**src/rtl/bt656_video_decoder.sv**
```systemverilog
// BT.656 byte-stream decoder: locks to EAV/SAV timing codes and emits active-video
// pixel pairs {Cb,Y0,Cr,Y1} with pair/line/field position and a framing error count.
module bt656_video_decoder #(
    parameter int PAIRS_PER_LINE = 360,
    parameter int LINE_W         = 10,
    parameter int ERR_W          = 8
) (
    input  logic              clk,
    input  logic              reset,
    input  logic [7:0]        td_data,
    input  logic              enable,
    output logic              pair_valid,
    output logic [31:0]       pair_data,
    output logic [8:0]        pair_x,
    output logic [LINE_W-1:0] line_y,
    output logic              field,
    output logic              field_start,
    output logic              line_start,
    output logic              locked,
    output logic [ERR_W-1:0]  err_count
);

    localparam logic [8:0] PPL = 9'(PAIRS_PER_LINE);

    typedef enum logic [2:0] {SEARCH, PRE1, PRE2, XY, ACTIVE, BLANK} state_t;

    state_t      state, state_nxt;
    logic [7:0]  td_q;
    logic [1:0]  phase;
    logic [7:0]  cb_q, y0_q, cr_q;
    logic [8:0]  pair_cnt;
    logic        overlong_seen;
    logic        v_prev;

    logic        code_f, code_v, code_h, code_ok;
    logic        td_ff, td_00;
    logic        sav_active, code_bad, group_done, trunc_err, overflow_err, emit, err_inc;

    assign td_ff  = (td_q == 8'hFF);
    assign td_00  = (td_q == 8'h00);
    assign code_f = td_q[6];
    assign code_v = td_q[5];
    assign code_h = td_q[4];
    assign code_ok = td_q[7] &&
                     (td_q[3:0] == {code_v ^ code_h, code_f ^ code_h,
                                    code_f ^ code_v, code_f ^ code_v ^ code_h});

    always_ff @(posedge clk or posedge reset) begin
        if (reset) begin
            state <= SEARCH;
            td_q  <= 8'h00;
        end else begin
            state <= state_nxt;
            td_q  <= td_data;
        end
    end

    always_comb begin
        state_nxt = state;
        unique case (state)
            SEARCH, BLANK: if (td_ff) state_nxt = PRE1;
            PRE1:   state_nxt = td_00 ? PRE2 : (td_ff ? PRE1 : SEARCH);
            PRE2:   state_nxt = td_00 ? XY   : (td_ff ? PRE1 : SEARCH);
            XY: begin
                if (!code_ok)
                    state_nxt = SEARCH;
                else if (!code_h && !code_v)
                    state_nxt = ACTIVE;
                else
                    state_nxt = BLANK;
            end
            ACTIVE: if (td_ff) state_nxt = PRE1;
            default: state_nxt = SEARCH;
        endcase
    end

    // Event decode; several error sources in one cycle collapse into a single increment.
    always_comb begin
        sav_active   = (state == XY) && code_ok && !code_h && !code_v;
        code_bad     = (state == XY) && !code_ok;
        group_done   = (state == ACTIVE) && !td_ff && (phase == 2'd3);
        trunc_err    = (state == ACTIVE) && td_ff && (phase != 2'd0);
        overflow_err = group_done && (pair_cnt == PPL) && !overlong_seen;
        emit         = group_done && enable && (pair_cnt < PPL);
        err_inc      = code_bad || trunc_err || overflow_err;
    end

    always_ff @(posedge clk or posedge reset) begin
        if (reset) begin
            pair_valid    <= 1'b0;
            field_start   <= 1'b0;
            line_start    <= 1'b0;
            locked        <= 1'b0;
            field         <= 1'b0;
            v_prev        <= 1'b1;
            line_y        <= '0;
            err_count     <= '0;
        end else begin
            pair_valid  <= emit;
            line_start  <= sav_active;
            field_start <= sav_active && v_prev;
            if (err_inc && (err_count != '1))
                err_count <= err_count + 1'b1;
            if (state == XY) begin
                locked <= code_ok;
                if (code_ok) begin
                    field  <= code_f;
                    v_prev <= code_v;
                end
            end
            if (sav_active)
                line_y <= v_prev ? '0 : line_y + 1'b1;
        end
    end

    // Pair assembly; pair_x only moves on an emitted pair so it holds between pulses.
    always_ff @(posedge clk or posedge reset) begin
        if (reset) begin
            phase         <= 2'd0;
            cb_q          <= 8'h00;
            y0_q          <= 8'h00;
            cr_q          <= 8'h00;
            pair_cnt      <= 9'd0;
            overlong_seen <= 1'b0;
            pair_x        <= 9'd0;
            pair_data     <= 32'h0;
        end else if (sav_active) begin
            phase         <= 2'd0;
            pair_cnt      <= 9'd0;
            overlong_seen <= 1'b0;
            pair_x        <= 9'd0;
        end else if ((state == ACTIVE) && !td_ff) begin
            phase <= phase + 2'd1;
            unique case (phase)
                2'd0: cb_q <= td_q;
                2'd1: y0_q <= td_q;
                2'd2: cr_q <= td_q;
                2'd3: begin
                    if (pair_cnt != PPL)
                        pair_cnt <= pair_cnt + 9'd1;
                    if (overflow_err)
                        overlong_seen <= 1'b1;
                    if (emit) begin
                        pair_data <= {cb_q, y0_q, cr_q, td_q};
                        pair_x    <= pair_cnt;
                    end
                end
                default: ;
            endcase
        end
    end

endmodule
```
**config.mk**
```make
export PLATFORM = sky130hd
export DESIGN_NAME = bt656_video_decoder
export DESIGN_NICKNAME = d
export VERILOG_FILES = /design/src/rtl/bt656_video_decoder.sv
export SDC_FILE = /design/constraint.sdc
export NUM_CORES = 1
export LEC_CHECK = 0
export CAP_MARGIN = 20
export CORE_MARGIN = 2
export CORE_UTILIZATION = 45
export CTS_CLUSTER_DIAMETER = 120
export DETAILED_ROUTE_END_ITERATION = 8
export GPL_TIMING_DRIVEN = 0
export PLACE_DENSITY_LB_ADDON = 0.15
export SYNTH_ARGS = -nofsm -noshare
export SYNTH_HDL_FRONTEND = slang
export SYNTH_SLANG_ARGS = --single-unit
```
**constraint.sdc**
```tcl
create_clock -name clk -period 6.8 [get_ports clk]
set_clock_uncertainty 0.1 [all_clocks]
set_input_delay 2.04 -clock clk [delete_from_list [all_inputs] [get_ports clk]]
set_output_delay 2.04 -clock clk [all_outputs]
set_load 0.1 [all_outputs]
```
* Word-level counts from Yosys, hierarchy flattened
Index checks and enable logic that the tools add are counted.
Storage, ports and cells: register bits after elaboration 112, input port bits 11, output and inout port bits 64, word-level logic and storage cells 105
Cells by class: $add $sub $neg 4, order comparisons 1, equality and inequality tests 14, mux-type cells 22, bitwise operators 5, reduce and logical (&&, ||, !) cells 41
Operator list (count):
- $mux W9 | 8
- $reduce_and A3 Y1 | 6
- $logic_and A1 B1 Y1 | 16
- $pmux W3 S4 | 1
- $reduce_bool A2 Y1 | 6
- $add A10 B1 Y10 const B | 1
- $mux W10 | 1
- $add A9 B1 Y9 const B | 1
- $eq A9 B9 Y1 const B | 1
- $lt A9 B9 Y1 const B | 1
- $mux W3 | 3
- $ne A9 B9 Y1 const B | 1
- $add A8 B1 Y8 const B | 1
- $eq A8 B8 Y1 const B | 1
- $logic_not A8 Y1 | 1
- $ne A8 B8 Y1 const B | 1
- $eq A3 B2 Y1 const B | 2
- $eq A3 B3 Y1 const B | 2
- $mux W1 | 6
- $mux W2 | 3
- $logic_not A1 Y1 | 5
- $eq A2 B2 Y1 const B | 2
- $eq A4 B4 Y1 | 1
- $reduce_and A4 Y1 | 1
- 11 further kinds | 15

* Depth between registers and ports, before layout
word-level depth 10, gate-level depth with buffers 9, mapped depth without buffers 9

* Least setup slack after synthesis
Ideal clock, no wire load.
path type flip-flop to output port, start point reg err_count[3], end point out err_count[3], arrival time 0.964 ns, data required time 4.660 ns, setup slack 3.696 ns, stages on the path, launching flop included 1, path buffers 0, cells stage by stage dfrtp_1
RTL lines:
- start, declared | RTL line 20 | output logic [ERR_W-1:0] err_count
- start signal, assigned | RTL line 103 | err_count <= err_count + 1'b1;
No word-level cell between the ends.

* Worst setup path after layout
start point reg err_count[2], end point out err_count[2]
No word-level cell between the ends.

==> results_dict.tcl <==
set metrics [dict create \
    outcome "finished, final reports clean" \
    clockBufferDepth 2 \
    worst_ep_required_time_ps 4660 \
    numCtsBuffers 9 \
    grt_overflow 0 \
    diodes 0 \
    final_layout_size_suffix_gt1_share_pct 10.7 \
    synthDistinctLibCells 44 \
    clk_latency_ps 380 \
    synth_nets 482 \
    ys_ff_latch 112 \
    power_density_mw_per_mm2 186 \
    nFillCells 901 \
    cts_tree "done" \
    holdPathEnd "pair_data[14]" \
    place_congestion 0.841 \
    root_buffer "clkbuf_8" \
    grt_usage_pct 18.3 \
    synth_top_cell_by_area "dfrtp_1" \
    grt_max_degree 63 \
    synth_flop_cell "dfrtp_1" \
    final_common_cell "nand2_1" \
    clk_pin_slew_worst_paths_ps 100 \
    leakage_nw 2.82 \
    worst_pin_slew_ps 992 \
    rr_worst_depth 7 \
    ys_seq_area_share_pct 58.7 \
    postCtsSetupRepairBufs 0 \
    irDropWorstVdd_uv 92.2 \
    cts.sinks 112 \
    ant_nets 0 \
    drv_slew 0 \
    whs_path_depth 2 \
    die_height_um 107 \
    die-area_mm2 0.0115 \
    ios 75 \
    crit_start "err_count[2]" \
    fp.dieW_um 107 \
    synth_top_cell_area_share_pct 58.1 \
    hold_start "cr_q[6]" \
    layout.cells.non_filler 688 \
    area_delta_synth_final_pct 23.9 \
    synth-edff-count 0 \
    htreeDepth 3 \
    synth.avg_cell_area_um2 10.4 \
    critPathLaunchType "flop" \
    crit_path_top_delay_cell "clkdlybuf4s50_1" \
    critPathArrivalTime_ps 2020 \
    min_period_ps 4160 \
    wl_mm 9.80 \
    async_flop_share_pct 100 \
    wire_per_inst_um 14.2 \
    slew_headroom_pct 33.6 \
    rows 37 \
    rrSetupSlack_ps 4290 \
    dp.cells 672 \
    drt-pass1-iter-count 5 \
    worst_setup_path_end_kind "output port" \
    hold_class "reg -> reg" \
    layout_common_cells "nand2_1 (126), dfrtp_1 (111), clkdlybuf4s50_1 (74), o21ai_0 (31), nor2_1 (26)" \
    syn_area_mm2 0.00478 \
    fmax_ghz 0.240 \
    synth.area.top_cells "dfrtp_1 (58%), nand2_1 (9.9%), mux2_2 (4.9%), o21ai_0 (3.2%), ha_1 (2.6%)" \
    finalHoldViolations 0 \
    route.detailed.drc 0 \
    cpPeakStageDelay_ps 1180 \
    route.vias.total 3449 \
    max_cap_viol_count 0 \
    r2r_end "field" \
    period_share_pct 61.2 \
    grt_setup_unrepaired "no" \
    grt_pass1_wl_mm 16.5 \
    place_hpwl_mm 6.97 \
    antenna_found_initial 0 \
    cp_top_family "buffers and inverters" \
    drt_iter0_markers 99 \
    crit_buf_inv 1 \
    synthCells 461 \
    tns_ps 0 \
    critPathKind "reg -> out" \
    routed_via_density 5.01 \
    place_ws_ps 3050 \
    path_max_fanout 6 \
    first_global_vias 3407 \
    start_util_pct 46.3 \
    reg2reg_from "td_q[5]" \
    yosys_warnings 0 \
    worst_slack_ps 2640 \
    hold_buffers 0 \
    core_area_mm2 0.0103 \
    io_buffer_count 74 \
    ctsResizeCount 0 \
    setup_viol 0 \
    fin_nets 568 \
    worstPathCellList "clkdlybuf4s50_1" \
]
synth_stat cells (2+ instances only):
cell	number
a21o_1	2
a21oi_1	9
and3_1	5
and4_1	2
buf_1	2
buf_2	7
clkbuf_1	7
dfrtp_1	111
ha_1	10
inv_1	21
mux2_2	21
mux2i_1	3
nand2_1	126
nand3_1	20
nand4_1	2
nor2_1	26
nor3_1	10
o21ai_0	31
o31ai_1	3
or2_2	2
xnor2_1	12
xor2_1	7
worst max-delay path by stage:
stage,cells after the start,slack (ps),end
after global routing,1,2570,err_count[2]
after detailed placement,1,3050,err_count[2]
after CTS,1,2610,err_count[2]
after floorplan,1,1700,cb_q[0]
after global placement,2,130,pair_data[8]
final,1,2640,err_count[2]
cell families after synthesis:
| logic type | after synthesis | share of synthesized area [%] |
|---|---|---|
| AO/OA/AOI/OAI | 53 | 6.97 |
| multiplexers | 24 | 5.58 |
| XOR/XNOR | 20 | 3.95 |
| adder cells (fa/ha/maj) | 10 | 2.62 |
| buffers and inverters | 39 | 3.40 |
| AND/OR/NAND/NOR | 203 | 18.8 |
| flip-flops | 112 | 58.7 |
power by group:
| part | switching (W) | internal (W) |
|---|---|---|
| sequential | 0.00000218 | 0.000668 |
| combinational | 0.0000227 | 0.0000124 |
| clock | 0.000227 | 0.000167 |
tightest hold or removal path: cells and delay by family, from the launching register on:
kind | cells | cell delay [ps]
AND/OR/NAND/NOR | 2 | 100
flip-flops | 1 | 350
layout make-up:
type                    instances  area (µm²)  area share (%)
clock buffers                  12         165            2.79
multi-input cells             310        1810            30.6
flip-flops and latches        112        2800            47.4
clock inverters                 4        33.8           0.571
inverters                      22        85.1            1.44
well taps                     136         170            2.88
repair buffers                 75         768            13.0
plain buffers                  17        80.1            1.35
through the flow:
stage	util (%)	area [µm²]	hold WS, ps	power [W]
after CTS	57.3	5920	372	0.00111
final	57.3	5920	372	0.00110
after global routing	57.3	5920	391	0.00114
after global placement	55.1	5690	348	0.000717
after floorplan	-	4780	333	0.000703
after detailed placement	55.4	5720	348	0.000720
sequential cells by signal, summed over array words and instances (netlist names):
register       count
pair_cnt           9
field              1
cb_q               8
locked             1
phase              2
y0_q               8
pair_valid         1
v_prev             1
field_start        1
td_q               8
pair_data         32
state              3
line_y            10
cr_q               8
err_count          8
pair_x             9
line_start         1
overlong_seen      1
metal layers:
| layer | routed length [µm] | GRT usage (%) |
|---|---|---|
| met2 | 4500 | 28.4 |
| met4 | 119 | 6.12 |
| met5 | 0 | 0 |
| met3 | 341 | 2.86 |
| met1 | 4830 | 26.2 |
Power figures use the tool's default switching activity.
